## src/rtl/keypad_emulator_pkg.sv

```systemverilog
// Shared keypad definitions: key-code layout, FSM states and the released-row value.
// The keypad scanner imports the same package so both sides agree on the key-code layout.
package keypad_pkg;

  localparam int KEY_W  = 4;
  localparam int ROW_HI = 3;
  localparam int ROW_LO = 2;
  localparam int COL_HI = 1;
  localparam int COL_LO = 0;

  localparam logic [3:0] ROW_IDLE = 4'hF;

  typedef enum logic [1:0] {
    ST_IDLE,
    ST_PRESS,
    ST_GAP
  } state_e;

  function automatic logic [1:0] key_row(input logic [KEY_W-1:0] k);
    return k[ROW_HI:ROW_LO];
  endfunction

  function automatic logic [1:0] key_col(input logic [KEY_W-1:0] k);
    return k[COL_HI:COL_LO];
  endfunction

  // Active-low row return: only the selected row line is pulled down.
  function automatic logic [3:0] row_drive(input logic [1:0] r);
    return ~(4'b0001 << r);
  endfunction

endpackage

```

## src/rtl/keypad_emulator_if.sv

```systemverilog
// Handshake and matrix signals between the keypad emulator and whatever drives it.
interface keypad_emulator_if;
  import keypad_pkg::*;

  logic             start;
  logic             abort;
  logic [31:0]      seq_data;
  logic [3:0]       seq_len;
  logic [3:0]       col;
  logic [3:0]       row;
  logic             busy;
  logic             done;
  logic [KEY_W-1:0] cur_key;

  modport master (
    output start, abort, seq_data, seq_len, col,
    input  row, busy, done, cur_key
  );

  modport slave (
    input  start, abort, seq_data, seq_len, col,
    output row, busy, done, cur_key
  );

endinterface

```

## src/rtl/keypad_emulator_cnt.sv

```systemverilog
// Loadable down-counter that stops at zero and flags its last cycle (count of 1).
module emu_cnt #(
  parameter int WIDTH = 3
) (
  input  logic             clk,
  input  logic             rst,
  input  logic             load_i,
  input  logic [WIDTH-1:0] load_val_i,
  output logic             tc_o
);

  logic [WIDTH-1:0] cnt_q, cnt_d;

  always_comb begin
    cnt_d = cnt_q;
    if (load_i) begin
      cnt_d = load_val_i;
    end else if (cnt_q != '0) begin
      cnt_d = cnt_q - 1'b1;
    end
  end

  always_ff @(posedge clk or posedge rst) begin
    if (rst) begin
      cnt_q <= '0;
    end else begin
      cnt_q <= cnt_d;
    end
  end

  // A load of N therefore yields exactly N cycles before the flag is seen.
  assign tc_o = (cnt_q == WIDTH'(1));

endmodule

```

## src/rtl/keypad_emulator.sv

```systemverilog
// Replays a latched sequence of up to eight key closures onto an active-low 4x4 matrix,
// answering the scanner's column strobes with the matching row line.
module keypad_emulator
  import keypad_pkg::*;
#(
  parameter int PRESS_CYCLES = 2_000_000,
  parameter int GAP_CYCLES   = 1_000_000,
  parameter int MAX_KEYS     = 8
) (
  input logic              clk,
  input logic              rst,
  keypad_emulator_if.slave bus
);

  localparam int CNT_MAX = (PRESS_CYCLES > GAP_CYCLES) ? PRESS_CYCLES : GAP_CYCLES;
  localparam int CNT_W   = $clog2(CNT_MAX + 1);

  localparam logic [CNT_W-1:0] PRESS_LOAD = CNT_W'(PRESS_CYCLES);
  localparam logic [CNT_W-1:0] GAP_LOAD   = CNT_W'(GAP_CYCLES);
  localparam logic [3:0]       LEN_MAX    = 4'(MAX_KEYS);

  state_e           state_q, state_d;
  logic [31:0]      seq_q, seq_d;
  logic [3:0]       len_q, len_d;
  logic [2:0]       idx_q, idx_d;
  logic [3:0]       row_q, row_d;
  logic             busy_q, busy_d;
  logic             done_q, done_d;
  logic [KEY_W-1:0] cur_key_q, cur_key_d;

  logic             cnt_load;
  logic [CNT_W-1:0] cnt_val;
  logic             cnt_tc;
  logic [3:0]       len_clamped;
  logic [2:0]       idx_next;
  logic             last_key;

  emu_cnt #(.WIDTH(CNT_W)) u_cnt (
    .clk        (clk),
    .rst        (rst),
    .load_i     (cnt_load),
    .load_val_i (cnt_val),
    .tc_o       (cnt_tc)
  );

  assign len_clamped = (bus.seq_len > LEN_MAX) ? LEN_MAX : bus.seq_len;
  assign idx_next    = idx_q + 3'd1;
  assign last_key    = ({1'b0, idx_q} == (len_q - 4'd1));

  always_comb begin
    state_d   = state_q;
    seq_d     = seq_q;
    len_d     = len_q;
    idx_d     = idx_q;
    busy_d    = busy_q;
    done_d    = 1'b0;
    cur_key_d = cur_key_q;
    cnt_load  = 1'b0;
    cnt_val   = '0;
    row_d     = ROW_IDLE;

    // cur_key always holds the key being pressed, so it selects the column to watch.
    if (state_q == ST_PRESS && !bus.col[key_col(cur_key_q)]) begin
      row_d = row_drive(key_row(cur_key_q));
    end

    if (bus.abort) begin
      state_d = ST_IDLE;
      busy_d  = 1'b0;
      row_d   = ROW_IDLE;
    end else begin
      unique case (state_q)
        ST_IDLE: begin
          if (bus.start) begin
            if (len_clamped == 4'd0) begin
              done_d = 1'b1;
            end else begin
              seq_d     = bus.seq_data;
              len_d     = len_clamped;
              idx_d     = 3'd0;
              cur_key_d = bus.seq_data[KEY_W-1:0];
              cnt_load  = 1'b1;
              cnt_val   = PRESS_LOAD;
              busy_d    = 1'b1;
              state_d   = ST_PRESS;
            end
          end
        end
        ST_PRESS: begin
          if (cnt_tc) begin
            cnt_load = 1'b1;
            cnt_val  = GAP_LOAD;
            state_d  = ST_GAP;
          end
        end
        ST_GAP: begin
          if (cnt_tc) begin
            if (last_key) begin
              busy_d  = 1'b0;
              done_d  = 1'b1;
              state_d = ST_IDLE;
            end else begin
              idx_d     = idx_next;
              cur_key_d = seq_q[{idx_next, 2'b00} +: KEY_W];
              cnt_load  = 1'b1;
              cnt_val   = PRESS_LOAD;
              state_d   = ST_PRESS;
            end
          end
        end
        default: state_d = ST_IDLE;
      endcase
    end
  end

  always_ff @(posedge clk or posedge rst) begin
    if (rst) begin
      state_q   <= ST_IDLE;
      seq_q     <= '0;
      len_q     <= '0;
      idx_q     <= '0;
      row_q     <= ROW_IDLE;
      busy_q    <= 1'b0;
      done_q    <= 1'b0;
      cur_key_q <= '0;
    end else begin
      state_q   <= state_d;
      seq_q     <= seq_d;
      len_q     <= len_d;
      idx_q     <= idx_d;
      row_q     <= row_d;
      busy_q    <= busy_d;
      done_q    <= done_d;
      cur_key_q <= cur_key_d;
    end
  end

  assign bus.row     = row_q;
  assign bus.busy    = busy_q;
  assign bus.done    = done_q;
  assign bus.cur_key = cur_key_q;

endmodule

```

## src/flat_wrapper.sv

```systemverilog
// flat-port wrapper written by rule: the top's interface ports become plain ports
module keypad_emulator_flat import keypad_pkg::*;
#(
  parameter int PRESS_CYCLES = 2_000_000,
  parameter int GAP_CYCLES   = 1_000_000,
  parameter int MAX_KEYS     = 8
)
  (clk, rst, bus_start, bus_abort, bus_seq_data, bus_seq_len, bus_col, bus_row, bus_busy, bus_done, bus_cur_key);
  keypad_emulator_if bus_i ();
  input logic clk;
  input logic rst;
  input wire logic [$bits(bus_i.start)-1:0] bus_start;
  input wire logic [$bits(bus_i.abort)-1:0] bus_abort;
  input wire logic [$bits(bus_i.seq_data)-1:0] bus_seq_data;
  input wire logic [$bits(bus_i.seq_len)-1:0] bus_seq_len;
  input wire logic [$bits(bus_i.col)-1:0] bus_col;
  output wire logic [$bits(bus_i.row)-1:0] bus_row;
  output wire logic [$bits(bus_i.busy)-1:0] bus_busy;
  output wire logic [$bits(bus_i.done)-1:0] bus_done;
  output wire logic [$bits(bus_i.cur_key)-1:0] bus_cur_key;
  assign bus_i.start = bus_start;
  assign bus_i.abort = bus_abort;
  assign bus_i.seq_data = bus_seq_data;
  assign bus_i.seq_len = bus_seq_len;
  assign bus_i.col = bus_col;
  assign bus_row = bus_i.row;
  assign bus_busy = bus_i.busy;
  assign bus_done = bus_i.done;
  assign bus_cur_key = bus_i.cur_key;
  keypad_emulator #(.PRESS_CYCLES(PRESS_CYCLES), .GAP_CYCLES(GAP_CYCLES), .MAX_KEYS(MAX_KEYS)) u_core (.clk(clk), .rst(rst), .bus(bus_i));
endmodule
```

## config.mk

```make
export PLATFORM = sky130hd
export DESIGN_NAME = keypad_emulator_flat
export DESIGN_NICKNAME = d
export VERILOG_FILES = /design/src/rtl/keypad_emulator_pkg.sv /design/src/rtl/keypad_emulator_if.sv /design/src/rtl/keypad_emulator_cnt.sv /design/src/rtl/keypad_emulator.sv /design/src/flat_wrapper.sv
export SDC_FILE = /design/constraint.sdc
export NUM_CORES = 1
export LEC_CHECK = 0
export ABC_AREA = 1
export CORE_UTILIZATION = 56
export CTS_BUF_LIST = sky130_fd_sc_hd__clkbuf_2 sky130_fd_sc_hd__clkbuf_4 sky130_fd_sc_hd__clkbuf_8
export DETAILED_ROUTE_END_ITERATION = 6
export MAX_ROUTING_LAYER = met4
export PLACE_DENSITY = 0.82
export SLEW_MARGIN = 0
export SYNTH_ARGS = -nofsm -noshare
export SYNTH_HDL_FRONTEND = slang
export SYNTH_SLANG_ARGS = --single-unit
```

## constraint.sdc

```tcl
create_clock -name clk -period 4.5 [get_ports clk]
set_input_delay 0.45 -clock clk [delete_from_list [all_inputs] [get_ports clk]]
set_output_delay 0.45 -clock clk [all_outputs]
set_load 0.02 [all_outputs]
```

* After elaboration in Yosys (flattened, before gate mapping)
Index checks and enable logic that the tools add are counted.
** Storage, ports and cells
- Register bits :: 72
- Output and inout port bits :: 10
- Word-level logic and storage cells :: 94
** Operators by class
- Add/subtract/negate cells :: 3
- Order comparisons :: 2
- Equality and inequality tests :: 13
- Shift operators :: 2
- Multiplexer cells :: 50
- Bitwise gates (word level) :: 3
- Reduce and logical (&&, ||, !) cells :: 12
** Operators with widths (number)
- two-way mux 21 bit :: 7
- one-hot mux 21 bit (3 select lines) :: 1
- indexed part select 32 x 6 -> 4 bit :: 1
- two-way mux 4 bit :: 7
- equality test 21 x 1 -> 1 bit (second input constant) :: 1
- nonzero test 21 bit :: 1
- subtractor 21 x 1 -> 21 bit (second input constant) :: 1
- two-way mux 20 bit :: 1
- two-way mux 1 bit :: 18
- two-way mux 3 bit :: 4
- two-way mux 2 bit :: 5
- inequality test 3 x 2 -> 1 bit (second input constant) :: 3
- one-hot mux 4 bit (2 select lines) :: 1
- AND reduction 4 bit :: 2
- inequality test 2 bit (second input constant) :: 3
- inequality test 3 bit (second input constant) :: 2
- one-hot mux 2 bit (3 select lines) :: 1
- one-hot mux 3 bit (2 select lines) :: 1
- AND reduction 6 bit :: 1
- AND reduction 5 bit :: 1
- equality test 3 x 4 -> 1 bit :: 1
- greater-than comparator 4 bit (second input constant) :: 1
- logical NOT 4 bit :: 1
- inverter 4 bit :: 1
- 16 further kinds :: 19

* Logic depth before layout (Yosys ltp)
Gate-level depths: netlist of run 1.
- Depth in word-level cells :: 8
- Gate-level depth with buffers :: 13
- Gate-level depth less buffers :: 12

* By module
From an unflattened synthesis of run 1, not the netlist that was laid out.
** Second synthesis, totals
- Cell total of the unflattened synthesis :: 579
- Area, all modules :: 4206.5 sq um
** By module, submodules not included
- keypad_emulator :: instances 1, cells each 362, area each 2708.8 sq um
- emu_cnt :: instances 1, cells each 217, area each 1497.7 sq um

* Worst setup path after synthesis of run 1
No wires, ideal clock.
- Path kind :: flip-flop to flip-flop
- Start :: register u_core.len_q[0]
- End :: register u_core.idx_q[2]
- Setup time :: 0.117 ns
- Data arrival time :: 1.511 ns
- Slack :: 2.871 ns
- Stages on the path, launching flop included :: 12
- Path buffers :: 1
- Clock period less this slack :: 1.629 ns
- Cell sequence :: dfrtp_1 -> inv_1 -> ha_1 -> nand2_1 -> nand2_1 -> nor2_1 -> nand4_1 -> nand2_1 -> nor2_8 -> buf_8 -> nand2_1 -> o21ai_2
** Between the ends
- Longest elaborated chain between the ends :: 4
** Ends and longest elaborated chain
- from (decl) :: RTL line keypad_emulator.sv:24 : logic [3:0] len_q, len_d;
- from (signal assigned) :: RTL line keypad_emulator.sv:129 : len_q <= len_d;
- subtractor 4 x 1 -> 4 bit :: RTL line keypad_emulator.sv:48 : assign last_key = ({1'b0, idx_q} == (len_q - 4'd1));
- equality test 3 x 4 -> 1 bit :: RTL line keypad_emulator.sv:48
- inequality test 2 bit (no source line)
- AND reduction 6 bit (no source line)
- to (signal assigned) :: RTL line keypad_emulator.sv:130 : idx_q <= idx_d;
- to (decl) :: RTL line keypad_emulator.sv:25 : logic [2:0] idx_q, idx_d;
No other way between the ends.
A chain may end at the register's enable or synchronous reset.

* Worst setup path in the final report of run 1
- Start :: register u_core.idx_q[0]
- End :: register u_core.u_cnt.cnt_q[17]
** Between the ends
- Longest elaborated chain between the ends :: 6
** Ends and longest elaborated chain
- equality test 3 x 4 -> 1 bit (*) :: RTL line keypad_emulator.sv:48
- two-way mux 21 bit or two-way mux 1 bit (tied branches) :: RTL line keypad_emulator.sv:98 : if (last_key) begin
- two-way mux 21 bit or two-way mux 1 bit (tied branches) :: RTL line keypad_emulator.sv:97 : if (cnt_tc) begin
- one-hot mux 21 bit (3 select lines) or one-hot mux 1 bit (3 select lines) (tied branches) :: RTL line keypad_emulator.sv:72 : unique case (state_q)
- two-way mux 21 bit or two-way mux 1 bit (tied branches) :: RTL line keypad_emulator.sv:67 : if (bus.abort) begin
- two-way mux 21 bit or nonzero test 2 bit (tied branches)
- to (signal assigned) :: RTL line keypad_emulator_cnt.sv:27 : cnt_q <= cnt_d;
- to (decl) :: RTL line keypad_emulator_cnt.sv:12 : logic [WIDTH-1:0] cnt_q, cnt_d;
Every way passes the cells marked *; elsewhere a longest branch is shown, timed or not.

==> impl_results.md, run 1 <==
- DR DRC count: 3
- P_int: 0.00130 W
- Final worst slack: 2.00 ns
- # port buffers: 53
- Logic pwr share: 28.7%
- Cell area after synthesis: 3830 um^2
- Slew HR: 25.7%
- Mean area per synthesized cell: 7.90 um^2
- Total number of vias: 3309
- GRT Total Usage: 26.4%
- Drt wl/cell: 13.6 um
- Starting Density: 59.3%
- NumNets Final: 586
- Vias per inst: 5.35
- Syn_nets: 534
- Half-perimeter wire length after placement: 5.95 mm
- Final worst path period need: 2.50 ns
- I/O pin count: 54
- Clock Latency Late Sink: 0.35 ns
- Max Root-Sink Buffers: 2
- Root Buffer: clkbuf_8
- Pre-CTS setup slack: 1.73 ns
- Share of cells above drive strength 1: 10.7%
- Most frequent cells in the layout: 162 x nand2_1, 68 x dfrtp_1, 53 x clkdlybuf4s50_1, 44 x inv_1, 39 x nor2_1
- Critical Path AT: 2.74 ns
- WP buf/inv: 2
- Post-CTS Setup Bufs: 0
- First-pass GRT wire length: 14.2 mm
- Worst hold-check path type: flop to flop
- Run status: finished with violations
- Antenna Cells: 0
- Leak Pwr: 2.17 nW
- Die width: 84.7 um
- Synth-to-layout area growth: 19.9%
- Sw Share: 34.7%
- Final worst path period share: 55.6%
- Seq/Total Area, Yosys: 47.2%
- Yosys Warn Count: 0
- Antenna viol nets, final: 0
- Core Region: 6460 um^2
- Post-synthesis register bit count: 72
- Drt pass-1 iters: 7
- Post-Route WL: 8.42 mm
- Vias in the first global route: 3028
- CP Launch Type: flop
- Worst slew pin tran: 1.11 ns
- Final Hold Fails: 0
- Htree depth: 3
- Largest net degree at the start of global routing: 49
- Clock sinks: 72
- Synthesized instance count: 485
- Worst path most repeated cell: nand2_1
- Setup tns final: 0 ns
- Power Total: 0.00199 W
- Number of cell rows: 29
- Clock buffer count from CTS: 9
- Clock power share: 26.3%
- Gp weighted congestion: 0.929
- PD cells: 434 nW/um^2
- Die Ht: 84.7 um
- CP top delay family: simple AND/OR/NAND/NOR gates
- Worst setup EP type: flop
- Worst vdd ir: 0.292 mV
- Worst EP required: 4.74 ns
- CP max FO: 21
- CTS clk-pin slew, worst paths: 0.08 ns
- Final Max Tran Viols: 0
- Max stage delay on crit path: 0.75 ns
- Clock Skew: 0.0123 ns
- Failing checks: design-rule violations
- Cts hold-fix bufs: 0
- Crit Path Class: flop to flop
- Sequential power share: 45.0%
- RSZ-0062 raised after global routing: false
- Max Cap Viol: 0
- Commonest non-fill, non-tap cell in the layout: nand2_1
- Switch Pwr: 0.000691 W
- Max Fclk: 400 MHz
- Setup Viol. Count Final: 0
- Die footprint: 7170 um^2
- TritonCTS clock tree: yes
- Critical-path top delay cell: dfrtp_1
- Initial antenna violation count: 0
- Gr ovfl total: 0
- CP cell instances: inv_1 -> nand2_1 -> nand2_1 -> nor2_1 -> nand4_1 -> nand4_2 -> nand2_2 -> inv_1 -> nand2_1
- Synth cell types: 34
- 1st-iter DRT viols: 302
- Cts repair resizes: 0
[registers in the layout, summed over array words and instances (netlist names)]
name / flops
u_core.bus.done: 1
u_core.state_q: 2
u_core.seq_q: 32
u_core.idx_q: 3
u_core.bus.busy: 1
u_core.len_q: 4
u_core.u_cnt.cnt_q: 21
u_core.bus.row: 4
u_core.bus.cur_key: 4
[logic make-up (layout without fill, tap and decap cells)]
| kind of cell | count (synthesis) | after routing | synth area share, % |
|---|---|---|---|
| flops | 72 | 72 | 47.2 |
| xor+xnor | 16 | 16 | 3.66 |
| simple gates | 270 | 270 | 32.0 |
| fa+ha+maj | 5 | 5 | 1.63 |
| buf+inv | 60 | 117 | 6.76 |
| compound gates | 62 | 62 | 8.82 |
[stage by stage]
step / instances / hold slack, ns / utilization, % / area, um^2
final: 619 / 0.478 / 71.1 / 4590
after global routing: 619 / 0.505 / 71.1 / 4590
after CTS: 619 / 0.480 / 71.1 / 4590
after detailed placement: 603 / 0.460 / 67.9 / 4390
after global placement: 603 / 0.458 / 67.9 / 4390
after floorplan: 485 / 0.444 / - / 3830
[cell usage after synthesis]
cell type,count,share of area (%)
clkbuf_1,5,0.49
nand4_1,3,0.49
o22ai_1,2,0.33
nand4_2,1,0.33
nor2_8,2,1.0
nor2_2,11,1.8
dfrtp_1,68,44
o21ai_0,35,4.6
xnor2_1,4,0.91
inv_1,45,4.4
nand2_1,162,16
o21ai_1,9,1.2
nand2_4,2,0.59
a21oi_1,8,1.0
xor2_1,12,2.7
buf_2,6,0.78
nor2_4,4,1.2
inv_2,1,0.098
nand3_2,1,0.26
buf_6,2,0.59
o211ai_1,3,0.59
nand3_4,1,0.46
ha_1,5,1.6
o21ai_2,1,0.23
buf_8,1,0.39
nor2_1,39,3.8
o31ai_1,1,0.20
or2_2,3,0.49
nand2_2,4,0.65
nand3_1,30,3.9
a21oi_2,3,0.69
nor3_1,6,0.78
dfstp_2,4,2.7
nor3_2,1,0.26
[power by group through the flow]
| stage | Combinational, W | Clock [W] | Sequential [W] |
|---|---|---|---|
| final | 0.000572 | 0.000523 | 0.000896 |
| after global routing | 0.000652 | 0.000561 | 0.000914 |
| after CTS | 0.000574 | 0.000534 | 0.000895 |
| after detailed placement | 0.000571 | 0 | 0.000903 |
| after global placement | 0.000550 | 0 | 0.000900 |
| after floorplan | 0.000403 | 0 | 0.000900 |
[tightest hold or removal path: stages, from the launching register on]
cell     delay (ns)
dfrtp_1        0.34
nand2_1        0.05
nand2_1        0.05
[layer usage]
metal  up-vias  GRT usage [%]  share of wire (%)
met3        22           5.80                6.3
met1      1533           36.4                 46
met4         0           8.17                2.2
met5         -              -                  0
li1       1636              -                  -
met2       118           39.2                 45
[path summary, 6_finish.rpt]
kind                       slack [ns]                                  to  depth (start not counted)                          from
max                              2.00  u_core.u_cnt.cnt_q[17]$_DFFE_PP0P_                          9   u_core.idx_q[0]$_DFFE_PP0P_
min                              0.48        u_core.seq_q[20]$_DFFE_PP0P_                          2  u_core.seq_q[20]$_DFFE_PP0P_
max reg2reg                      2.00  u_core.u_cnt.cnt_q[17]$_DFFE_PP0P_                          9   u_core.idx_q[0]$_DFFE_PP0P_
min reg2reg                      0.48        u_core.seq_q[20]$_DFFE_PP0P_                          2  u_core.seq_q[20]$_DFFE_PP0P_
max in group asynchronous        2.97  u_core.u_cnt.cnt_q[11]$_DFFE_PP0P_                          3                           rst
min in group asynchronous        0.66        u_core.seq_q[17]$_DFFE_PP0P_                          2                           rst
[final cells by class]
type,count,area (um^2)
fillers,517,1870
flip-flops and latches,72,1810
multi-input cells,353,1760
repair buffers,55,546
inverters,46,173
clock buffers,10,138
well taps,77,96.3
clock inverters,6,67.6
Power figures use the tool's default switching activity.
==> run 2, diff against run 1 <==
==> constraint.sdc (replaced) <==
create_clock -name clk -period 2.4 [get_ports clk]
set_input_delay 0.24 -clock clk [delete_from_list [all_inputs] [get_ports clk]]
set_output_delay 0.24 -clock clk [all_outputs]
set_load 0.02 [all_outputs]
==> impl_results.md, run 2 (same netlist as run 1, synthesis figures left out) <==
- Gr ovfl total: 0 (unchanged)
- Half-perimeter wire length after placement: 6.38 mm (+7.2%)
- Leak Pwr: 2.19 nW (+1.1%)
- # port buffers: 53 (unchanged)
- Root Buffer: clkbuf_8
- Crit Path Class: flop to flop
- Non-filler cells in the finished layout: 622 (+0.48%)
- Max Fclk: 477 MHz (+19%)
- Max Root-Sink Buffers: 2 (unchanged)
- CTS clk-pin slew, worst paths: 0.08 ns (about the same)
- Pre-CTS setup slack: 0.311 ns (-1.42 ns)
- PD cells: 809 nW/um^2 (+86%)
- 1st-iter DRT viols: 231 (-24%)
- Inst Count DP: 606 (+0.50%)
- Post-Route WL: 8.73 mm (+3.6%)
- Vias per inst: 5.31 (-0.60%)
- CP Launch Type: flop
- Final worst path period need: 2.10 ns (-0.403 ns)
- Drt pass-1 iters: 7 (unchanged)
- Worst EP required: 2.69 ns (-2.05 ns)
- Clock Skew: 0.0132 ns (+0.000908 ns)
- Met3 WL post-DR: 493 um (-6.6%)
- Final worst path period share: 87.4% (+32 points)
- Clock buffer count from CTS: 9 (unchanged)
- Gp weighted congestion: 0.895 (-3.6%)
- Core Region: 6460 um^2 (unchanged)
- Worst setup EP type: flop
- Initial antenna violation count: 0 (unchanged)
- I/O pin count: 54 (unchanged)
- Antenna Cells: 0 (unchanged)
- Final worst slack: 0.303 ns (-1.70 ns)
- Power Total: 0.00375 W (+89%)
- Antenna viol nets, final: 0 (unchanged)
- Final Max Tran Viols: 0 (unchanged)
- RSZ-0062 raised after global routing: false
- Die width: 84.7 um (unchanged)
- Starting Density: 59.3% (unchanged)
- Share of cells above drive strength 1: 11.2% (+0.49 points)
- Cts repair resizes: 0 (unchanged)
- Worst slew pin tran: 0.570 ns (-0.544 ns)
- Worst vdd ir: 0.620 mV (+110%)
- Cts hold-fix bufs: 0 (unchanged)
- Run status: completed
- Die Ht: 84.7 um (unchanged)
- DR DRC count: 0 (-3)
- GRT Total Usage: 28.3% (+1.9 points)
- Drt wl/cell: 14.0 um (+3.1%)
- Slew HR: 62.0% (+36 points)
- TritonCTS clock tree: yes
- Total number of vias: 3305 (-0.12%)
- Most frequent cells in the layout: 162 x nand2_1, 68 x dfrtp_1, 53 x clkdlybuf4s50_1, 44 x inv_1, 39 x nor2_1
- Reg with most FFs: u_core.seq_q
- Critical-path top delay cell: ha_1
- First-pass GRT wire length: 15.1 mm (+6.6%)
- Worst hold-check path type: input port to async pin
- Met2 WL: 4.00 mm (+5.2%)
- Max reg flops: 32 (unchanged)
- Met1 WL: 4.08 mm (+4.3%)
- Setup Viol. Count Final: 0 (unchanged)
- CP cell instances: ha_1 -> inv_1 -> a21oi_1 -> o21ai_0 -> o21ai_0 -> nand2_1 -> nand3_1 -> nand2_1 -> o21ai_1
- Synth-to-layout area growth: 21.2%
- Clock Latency Late Sink: 0.37 ns (+0.02 ns)
- Commonest non-fill, non-tap cell in the layout: nand2_1
- Largest regs: u_core.seq_q x32, u_core.u_cnt.cnt_q x21
- Final Hold Fails: 0 (unchanged)
- Die footprint: 7170 um^2 (unchanged)
- Number of cell rows: 29 (unchanged)
- Vias in the first global route: 3261 (+7.7%)
- Setup tns final: 0 ns (unchanged)
- Largest net degree at the start of global routing: 37 (-24%)
- Top Layer Used: met4
- Post-CTS Setup Bufs: 0 (unchanged)
- Critical Path AT: 2.39 ns (-0.35 ns)
- NumNets Final: 589 (+0.51%)
- Htree depth: 3 (unchanged)
- Number of fill cells: 507 (-1.9%)
- Clock sinks: 72 (unchanged)
- CP max FO: 21 (unchanged)
- Max Cap Viol: 0 (unchanged)
- Max stage delay on crit path: 0.62 ns (-0.13 ns)
run 2: changes by cell type in the layout (fill, tap and decap cells not counted):
cell      before  now
clkinv_2       1    2
buf_12         0    3
inv_6          1    0
clkbuf_8      10    9
clkinv_4       1    2
run 2: through the flow:
stage	util, %	cell area (um^2)	hold slack, ns
5_1_grt	71.9	4640	0.275
3_3_place_gp	68.8	4450	0.459
6_report	71.9	4640	0.215
4_1_cts	71.9	4640	0.228
2_1_floorplan	-	3830	0.306
3_5_place_dp	68.8	4450	0.461
run 2: area by class of cell:
type | count | area (um^2) | area share [%]
Inverter | 46 | 173 | 3.72
Clock inverter | 7 | 72.6 | 1.56
Multi-Input combinational cell | 353 | 1760 | 38.0
Sequential cell | 72 | 1810 | 38.9
Tap cell | 77 | 96.3 | 2.08
Timing Repair Buffer | 58 | 606 | 13.0
Clock buffer | 9 | 124 | 2.67
run 2: per-layer routing:
layer / GRT usage, % / vias up
met2: 41.2 / 121
met1: 39.5 / 1535
met4: 10.3 / 0
met5: - / -
met3: 5.90 / 16
li1: - / 1633
run 2: critical path, delay by kind of cell (launching register included):
family,cells,cell delay (ns)
simple gates,3,0.22
compound gates,4,0.39
flops,1,0.59
fa+ha+maj,1,0.62
buf+inv,1,0.20
run 2: report_power, final:
part,internal [W],total (W),switching (W)
combinational,0.000453,0.00111,0.000656
sequential,0.00149,0.00169,0.000200
clock,0.000479,0.000959,0.000481
total,0.00242,0.00375,0.00134
run 2: path summary, 6_finish.rpt:
kind                                              start                                  to  slack [ns]  depth (start not counted)
min                                                 rst  u_core.u_cnt.cnt_q[16]$_DFFE_PP0P_        0.22                          2
max in group asynchronous                           rst         u_core.bus.row[0]$_DFF_PP1_        1.60                          3
min in group clk                       bus_seq_data[15]        u_core.seq_q[15]$_DFFE_PP0P_        0.40                          3
max reg2reg                 u_core.idx_q[0]$_DFFE_PP0P_   u_core.bus.cur_key[1]$_DFFE_PP0P_        0.30                          9
max                         u_core.idx_q[0]$_DFFE_PP0P_   u_core.bus.cur_key[1]$_DFFE_PP0P_        0.30                          9
min reg2reg                u_core.seq_q[20]$_DFFE_PP0P_        u_core.seq_q[20]$_DFFE_PP0P_        0.48                          2
==> run 3, diff against run 2 <==
--- a/config.mk
+++ b/config.mk
@@ -6,6 +6,7 @@
 export NUM_CORES = 1
 export LEC_CHECK = 0
 export ABC_AREA = 1
+export CAP_MARGIN = 20
 export CORE_UTILIZATION = 56
 export CTS_BUF_LIST = sky130_fd_sc_hd__clkbuf_2 sky130_fd_sc_hd__clkbuf_4 sky130_fd_sc_hd__clkbuf_8
 export DETAILED_ROUTE_END_ITERATION = 6
==> results of run 3 <==
The final DEF is identical to that of run 2; final timing and power are the same.
